### src/rtl/seq_event_counter.sv
// seq_event_counter: counts rising edges of the sequence detector level and drives SEG/LED.
module seq_event_counter #(
  parameter int NBITS_CNT = 8,
  parameter bit SATURATE  = 1'b0,
  parameter int STRETCH   = 4
) (
  input  logic                 clk_2,
  input  logic                 reset,
  input  logic                 det_in,
  input  logic                 clear,
  input  logic                 hold,
  output logic [NBITS_CNT-1:0] count,
  output logic                 ovf,
  output logic                 event_pulse,
  output logic                 led_evt,
  output logic [7:0]           seg
);
  localparam int SW = $clog2(STRETCH + 1);
  localparam logic [NBITS_CNT-1:0] MAX = '1;
  localparam logic [15:0][6:0] SEG_LUT = {
    7'h71, 7'h79, 7'h5E, 7'h39, 7'h7C, 7'h77, 7'h6F, 7'h7F,
    7'h07, 7'h7D, 7'h6D, 7'h66, 7'h4F, 7'h5B, 7'h06, 7'h3F
  };
  typedef enum logic {IDLE, FLASH} state_t;
  state_t state, state_n;
  logic [SW-1:0] scnt, scnt_n;
  logic det_q, evt, at_max;
  logic [NBITS_CNT-1:0] count_next;
  logic [3:0] disp_q;
  assign evt = det_in & ~det_q & ~clear;
  assign at_max = count == MAX;
  assign count_next = clear ? '0 : !evt ? count : !at_max ? count + NBITS_CNT'(1) : SATURATE ? MAX : '0;
  // det_q resets high so a level already present at reset release is not an event
  always_ff @(posedge clk_2 or negedge reset)
    if (!reset) begin
      det_q       <= 1'b1;
      count       <= '0;
      ovf         <= 1'b0;
      disp_q      <= '0;
      event_pulse <= 1'b0;
    end else begin
      det_q       <= det_in;
      count       <= count_next;
      ovf         <= !clear & (ovf | (evt & at_max));
      disp_q      <= clear ? '0 : hold ? disp_q : count_next[3:0];
      event_pulse <= evt;
    end
  always_ff @(posedge clk_2 or negedge reset)
    if (!reset) begin
      state <= IDLE;
      scnt  <= '0;
    end else begin
      state <= state_n;
      scnt  <= scnt_n;
    end
  // a new event retriggers the flash from zero
  always_comb begin
    state_n = evt ? FLASH : (state == FLASH && scnt == SW'(STRETCH - 1)) ? IDLE : state;
    scnt_n  = evt ? '0 : state == FLASH ? scnt + SW'(1) : scnt;
  end
  assign led_evt = state == FLASH;
  assign seg = {ovf, SEG_LUT[disp_q]};
endmodule
### config.mk
export PLATFORM = sky130hd
export DESIGN_NAME = seq_event_counter
export DESIGN_NICKNAME = d
export VERILOG_FILES = /design/src/rtl/seq_event_counter.sv
export SDC_FILE = /design/constraint.sdc
export NUM_CORES = 1
export LEC_CHECK = 0
export BUFFER_PORTS_ARGS = -buffer_cell sky130_fd_sc_hd__buf_4
export CORE_MARGIN = 3
export CORE_UTILIZATION = 57
export DETAILED_ROUTE_END_ITERATION = 10
export PLACE_DENSITY = 0.89
export SLEW_MARGIN = 20
export SYNTH_ARGS = -nofsm -noshare
export SYNTH_HDL_FRONTEND = slang
export SYNTH_SLANG_ARGS = --single-unit
### constraint.sdc
create_clock -name clk_2 -period 3.6 [get_ports clk_2]
set_clock_uncertainty 0.2 [all_clocks]
set_input_delay 0.54 -clock clk_2 [delete_from_list [all_inputs] [get_ports clk_2]]
set_output_delay 0.54 -clock clk_2 [all_outputs]
set_load 0.01 [all_outputs]
==> flow_summary.json, run 1 <==
{
  "outcome": "complete, no violations",
  "period_share_pct": 66.84,
  "end_kind": "primary output",
  "grt_pass1_wl_um": 3981,
  "first_pass_iters": 4,
  "hp-class": "in2reg",
  "timing.fmax_mhz": 415.6,
  "ys_types": 37,
  "drv_cap": 0,
  "rows": 15,
  "post_drt_wl_per_cell_um": 13.11,
  "grt_pass1_vias": 932,
  "setup_slack_ns": 1.194,
  "synth_fp_nets": 142,
  "p_per_area_mw_per_mm2": 389.0,
  "dr.first_iter.drc_count": 16,
  "grt_use_total_pct": 20.45,
  "synth_xor_area_share_pct": 2.300,
  "cts_buffers": 3,
  "total_power_uw": 527.6,
  "area_growth_pct": 18.73,
  "dieArea_sq_mm": 0.002577,
  "antenna_found_initial": 0,
  "slowest_stage": "dfrtp_1",
  "antenna_cells": 0,
  "min_period_ns": 2.406,
  "setup_viol": 0,
  "initial_core_util_pct": 63.40,
  "routed-via-count": 964,
  "syn_avg_cell_area_sq_um": 8.995,
  "synthAdderAreaFrac_pct": 10.95,
  "synthSimpleGateAreaFrac_pct": 20.92,
  "worstMarginPinSlew_ns": 0.3562,
  "power_leakage_nw": 0.6399,
  "final_cell_mix": "buf_4 (23), dfrtp_1 (18), nand2_1 (12)",
  "viasPerCell": 5.540,
  "yosysWarnings": 0,
  "post_cts_resized": 0,
  "post_cts_buffers": 0,
  "slew_viol_final": 0,
  "cts_tree": "done",
  "worstPathArrival_ns": 1.67,
  "fillers": 139,
  "crit_chain": "inv_1 -> ha_1 -> nor2_1 -> o21a_1 -> a31oi_1 -> buf_4",
  "routed_wl_um": 2281,
  "ant_nets": 0,
  "syn_area_sq_mm": 0.001142,
  "ys_seq_area_share_pct": 41.73,
  "die_h_um": 50.77,
  "finalHoldViolations": 0,
  "critPathLaunchType": "register",
  "core_area_sq_mm": 0.001802,
  "clock_latency_ns": 0.30,
  "r2r_slack_ns": 1.76,
  "final_common_cell": "buf_4",
  "synth_compound_gate_area_share_pct": 16.65,
  "async_reset_ff_share_pct": 100.0,
  "slew_headroom_pct": 76.25,
  "top_level_ports": 24,
  "dp_slack_ns": 1.545,
  "gp_congestion": 0.8177,
  "irDropWorstVdd_uv": 245.1,
  "htree_levels": 1,
  "cpPeakStageDelay_ns": 0.45,
  "drc": 0,
  "fin_nets": 165,
  "clock_sinks": 19,
  "drive_gt1_share_pct": 21.48,
  "required_ns": 2.86,
  "synth_seq_cells": 19,
  "hpwl_um": 1750,
  "die_x_um": 50.77,
  "synth_top_family_by_area": "simple AND/OR/NAND/NOR gates",
  "grt_overflow": 0,
  "synth_edf_count": 0,
  "rsz0062_at_grt": "no",
  "clockBufferDepth": 2,
  "setup_tns_ns": 0,
  "worstSetupPathType": "reg2out",
  "synthMuxAreaShare_pct": 1.752,
  "root_buffer": "clkbuf_4",
  "cts_hold_buf": 1,
  "grt_max_degree": 20,
  "synthCells": 127,
  "crit_fanout": 6,
  "portBuffers": 23,
  "synth_flop_cell": "dfrtp_1",
  "clk_pin_slew_worst_paths_ns": 0.11
}
layer usage:
layer  share of wire [%]  track usage [%]
met1                  48            25.62
met2                  46            33.48
met3                 4.4            4.451
met4                 1.7            9.417
met5                   0                0
registers in the layout, indices dropped and copies added, names as in the netlist:
name / cells
disp_q: 4
ovf: 1
event_pulse: 1
count: 8
led_evt: 1
det_q: 1
scnt: 3
report_power, final:
part	internal, mW	switching [mW]	total (mW)	leakage (nW)
Clock	0.0414	0.0664	0.108	0.0177
Sequential	0.243	0.0250	0.268	0.250
Combinational	0.0778	0.0744	0.152	0.373
critical path: cells and delay by family (launching register included):
kind / cells / cell delay (ns)
flops: 1 / 0.45
compound gates: 2 / 0.35
fa+ha+maj: 1 / 0.20
buf+inv: 2 / 0.31
simple gates: 1 / 0.06
metrics by stage:
stage	std cells	area [sq um]	util (%)	hold slack, ns
after floorplan	127	1142	-	0.04441
after global placement	169	1319	73.19	0.2238
after detailed placement	169	1319	73.19	0.2270
after CTS	174	1356	75.28	0.1407
after global routing	174	1356	75.28	0.1231
final	174	1356	75.28	0.1511
worst paths after layout:
| kind | from | endpoint | cells after the start |
|---|---|---|---|
| hold / removal | det_in | det_q | 1 |
| setup reg to reg | count[0] | count[5] | 5 |
| setup / recovery | disp_q[1] | seg[1] | 6 |
| max in group asynchronous | reset | det_q | 2 |
| min in group asynchronous | reset | disp_q[3] | 2 |
| hold reg to reg | scnt[1] | scnt[1] | 2 |
cell type report:
| type | instances | area, sq um | share of cell area, % |
|---|---|---|---|
| Timing Repair Buffer | 24 | 182.7 | 13.47 |
| Tap cell | 25 | 31.28 | 2.306 |
| Inverter | 10 | 37.54 | 2.768 |
| Multi-Input combinational cell | 92 | 600.6 | 44.28 |
| Clock inverter | 1 | 5.005 | 0.3690 |
| Clock buffer | 3 | 22.52 | 1.661 |
| Sequential cell | 19 | 476.7 | 35.15 |
kinds of logic (layout without fill, tap and decap cells):
group           after synthesis  after routing
flops                        19             19
simple gates                 46             46
fa+ha+maj                    10             10
buf+inv                      16             38
compound gates               31             31
xor+xnor                      3              3
mux                           2              2
synthesized netlist by cell type (2+ instances only):
master,number,area (sq um)
o21ai_0,8,40.04
a211oi_1,2,15.01
dfrtp_1,18,450.4
nand3b_1,2,15.01
ha_1,10,125.1
xnor2_1,2,17.52
mux2i_1,2,20.02
and3_2,2,15.01
nand3_1,3,15.01
a31oi_1,3,18.77
inv_1,10,37.54
nand2b_1,2,12.51
or3_1,3,18.77
clkbuf_1,3,11.26
nor2_1,9,33.78
nand4_1,2,12.51
a21oi_1,10,50.05
nor3_1,4,20.02
nand2_1,12,45.04
o21a_1,2,15.01
nor2b_1,2,12.51
Power figures use the tool's default switching activity.
==> run 2: changes to the inputs <==
--- a/config.mk
+++ b/config.mk
@@ -5,11 +5,12 @@
 export SDC_FILE = /design/constraint.sdc
 export NUM_CORES = 1
 export LEC_CHECK = 0
+export ABC_AREA = 1
 export BUFFER_PORTS_ARGS = -buffer_cell sky130_fd_sc_hd__buf_4
 export CORE_MARGIN = 3
-export CORE_UTILIZATION = 57
+export CORE_UTILIZATION = 54
 export DETAILED_ROUTE_END_ITERATION = 10
-export PLACE_DENSITY = 0.89
+export PLACE_DENSITY = 0.85
 export SLEW_MARGIN = 20
 export SYNTH_ARGS = -nofsm -noshare
 export SYNTH_HDL_FRONTEND = slang
==> constraint.sdc (replaced) <==
create_clock -name clk_2 -period 2.25 [get_ports clk_2]
set_clock_uncertainty 0.2 [all_clocks]
set_input_delay 0.3375 -clock clk_2 [delete_from_list [all_inputs] [get_ports clk_2]]
set_output_delay 0.3375 -clock clk_2 [all_outputs]
set_load 0.01 [all_outputs]
==> run 2 against run 1 <==
- non-clock buffer count grew 2
- global-route usage grew 1.9 points
- final cell count grew 21%
- sequential share of layout area shrank 2.2 points
- core utilization shrank 4.1 points
- combinational power grew 72%
- largest power group unchanged
==> flow_summary.json, run 2 <==
{
  "outcome": "complete, no violations",
  "die_h_um": 53.14,
  "registers.top_by_ff_count": "count",
  "synth_most_common_cell": "nand2_1",
  "worstSetupPathType": "reg2out",
  "design_area_sq_mm": 0.001453,
  "routed_wl_um": 2710,
  "drc": 0,
  "whs_path_depth": 2,
  "ys_types": 24,
  "ant_nets": 0,
  "reg.largest.list": "count (8), disp_q (4), scnt (3)",
  "grt_pass1_wl_um": 4595,
  "slew_headroom_pct": 83.36,
  "end_kind": "primary output",
  "clock_latency_ns": 0.30,
  "timing.rr.start": "count[1]",
  "dr.first_iter.drc_count": 30,
  "min-delay-start": "clear",
  "period_share_pct": 95.49,
  "crit_fanout": 6,
  "synth_fp_nets": 171,
  "async_reset_ff_share_pct": 100.0,
  "grt_pass1_vias": 1084,
  "synth_flop_cell": "dfrtp_1",
  "die_x_um": 53.14,
  "post_drt_wl_per_cell_um": 12.84,
  "r2r_slack_ns": 0.65,
  "synthCells": 156,
  "ys_top_cells_by_count": "nand2_1 (41), inv_1 (24), dfrtp_1 (18), o21ai_0 (11)",
  "routed-via-count": 1130,
  "largest_reg_flops": 8,
  "final_common_cell": "nand2_1",
  "cts_buffers": 3,
  "area_growth_pct": 21.06,
  "hold-path-endpoint": "count[2]",
  "p_per_area_mw_per_mm2": 597.0,
  "grt_use_total_pct": 22.34,
  "worstMarginPinSlew_ns": 0.2497,
  "core_area_sq_mm": 0.002042,
  "viasPerCell": 5.355,
  "setup_viol": 0,
  "rows": 16,
  "cts_tree": "done",
  "clock_sinks": 19,
  "critPathLaunchType": "register",
  "clk_pin_slew_worst_paths_ns": 0.11,
  "hp-class": "in2reg",
  "fin_nets": 200,
  "min_period_ns": 2.149,
  "r2r-end": "disp_q[1]",
  "synth_top_area_cell": "dfrtp_1",
  "grt_max_degree": 20,
  "antenna_cells": 0,
  "drv_cap": 0,
  "drive_gt1_share_pct": 23.91,
  "clockBufferDepth": 2,
  "ys_seq_area_share_pct": 39.73,
  "syn_area_sq_mm": 0.001200,
  "rsz0062_at_grt": "no",
  "finalHoldViolations": 0,
  "portBuffers": 23,
  "dieArea_sq_mm": 0.002824,
  "final_cell_mix": "nand2_1 (41), buf_4 (24), inv_1 (22)",
  "synth_top_area_share_pct": 37.54,
  "placed_area_sq_mm": 0.001394,
  "reg2reg_depth": 8,
  "htree_levels": 1,
  "root_buffer": "clkbuf_4",
  "hpwl_um": 2122,
  "yosysWarnings": 0,
  "grt_overflow": 0,
  "irDropWorstVdd_uv": 498.6,
  "syn_avg_cell_area_sq_um": 7.692,
  "slew_viol_final": 0,
  "worstPathArrival_ns": 1.61,
  "timing.fmax_mhz": 465.4,
  "synth_seq_cells": 19,
  "required_ns": 1.71,
  "synthTopCellsByArea": "dfrtp_1 (38%), nand2_1 (13%), ha_1 (10%)",
  "gp_congestion": 0.8966,
  "synth_edf_count": 0,
  "initial_core_util_pct": 58.76,
  "top_level_ports": 24,
  "power_leakage_nw": 0.7559,
  "setup_tns_ns": 0,
  "total_power_uw": 867.2,
  "antenna_found_initial": 0,
  "first_pass_iters": 4
}
-- run 2: changes by cell type in the layout (fill, tap and decap cells not counted), sizes merged, moves of 6 or more --
cell	before	now
inv	10	26
a21oi	10	3
nor2	10	16
nand2	12	44
o21ai	8	14
nand3	3	11
-- run 2: what timing repair did --
item / CTS / global route
hold buffers: 2 / 0
setup endpoints to repair: 0 / 3
endpoints found under the hold margin: 20 / 0
gates resized for setup: 0 / 3
buffers inserted: 0 / 1
-- run 2: power by group --
part,internal [mW],switching [mW]
registers,0.386,0.0401
clock network,0.0678,0.111
logic,0.118,0.144
total,0.572,0.296
-- run 2: worst max-delay path by stage --
stage	start	endpoint	slack, ns	cells after the start
global route	disp_q[1]	seg[3]	0.01	7
finish	disp_q[1]	seg[3]	0.10	7
global placement	disp_q[0]	seg[3]	0.44	7
floorplan	disp_q[1]	seg[3]	0.57	6
CTS	disp_q[1]	seg[3]	0.03	7
detailed placement	disp_q[1]	seg[3]	0.38	7
-- run 2: area by class of cell --
type,instances,area (sq um)
multi-input cells,109,613.1
repair buffers,26,200.2
fillers,165,589.3
flip-flops and latches,19,478.0
inverters,26,97.59
well taps,27,33.78
clock buffers,3,22.52
clock inverters,1,7.507
-- run 2: logic make-up after synthesis --
logic type / share of synthesized area [%]
XOR/XNOR: 1.460
AND/OR/NAND/NOR: 29.41
buffers and inverters: 9.177
adder cells (fa/ha/maj): 10.43
AO/OA/AOI/OAI: 9.802
flip-flops: 39.73
-- run 2: worst max-delay path, stage by stage, from the launching register on --
cell and delay, ns:
dfrtp_2 0.46, inv_2 0.10, ha_1 0.23, a21oi_1 0.12, inv_1 0.06, a21oi_1 0.12
a31oi_1 0.05, buf_4 0.15
-- run 2: per-stage QoR --
stage / utilization, % / hold slack [ns] / std cells / setup WS, ns
final: 71.14 / 0.05352 / 211 / 0.1015
after global routing: 71.14 / 0.04486 / 211 / 0.01460
after CTS: 70.71 / 0.03988 / 210 / 0.02604
after detailed placement: 68.26 / 0.02430 / 204 / 0.3798
after global placement: 68.26 / 0.01922 / 204 / 0.4376
after floorplan: - / -0.1581 / 156 / 0.5710
-- run 2: metal layers --
layer | track usage, % | up-vias | part of all wire [%]
li1 | - | 550 | -
met1 | 25.81 | 526 | 40
met2 | 38.64 | 44 | 52
met3 | 7.324 | 10 | 6.6
met4 | 7.234 | 0 | 1.0
met5 | 0 | - | 0
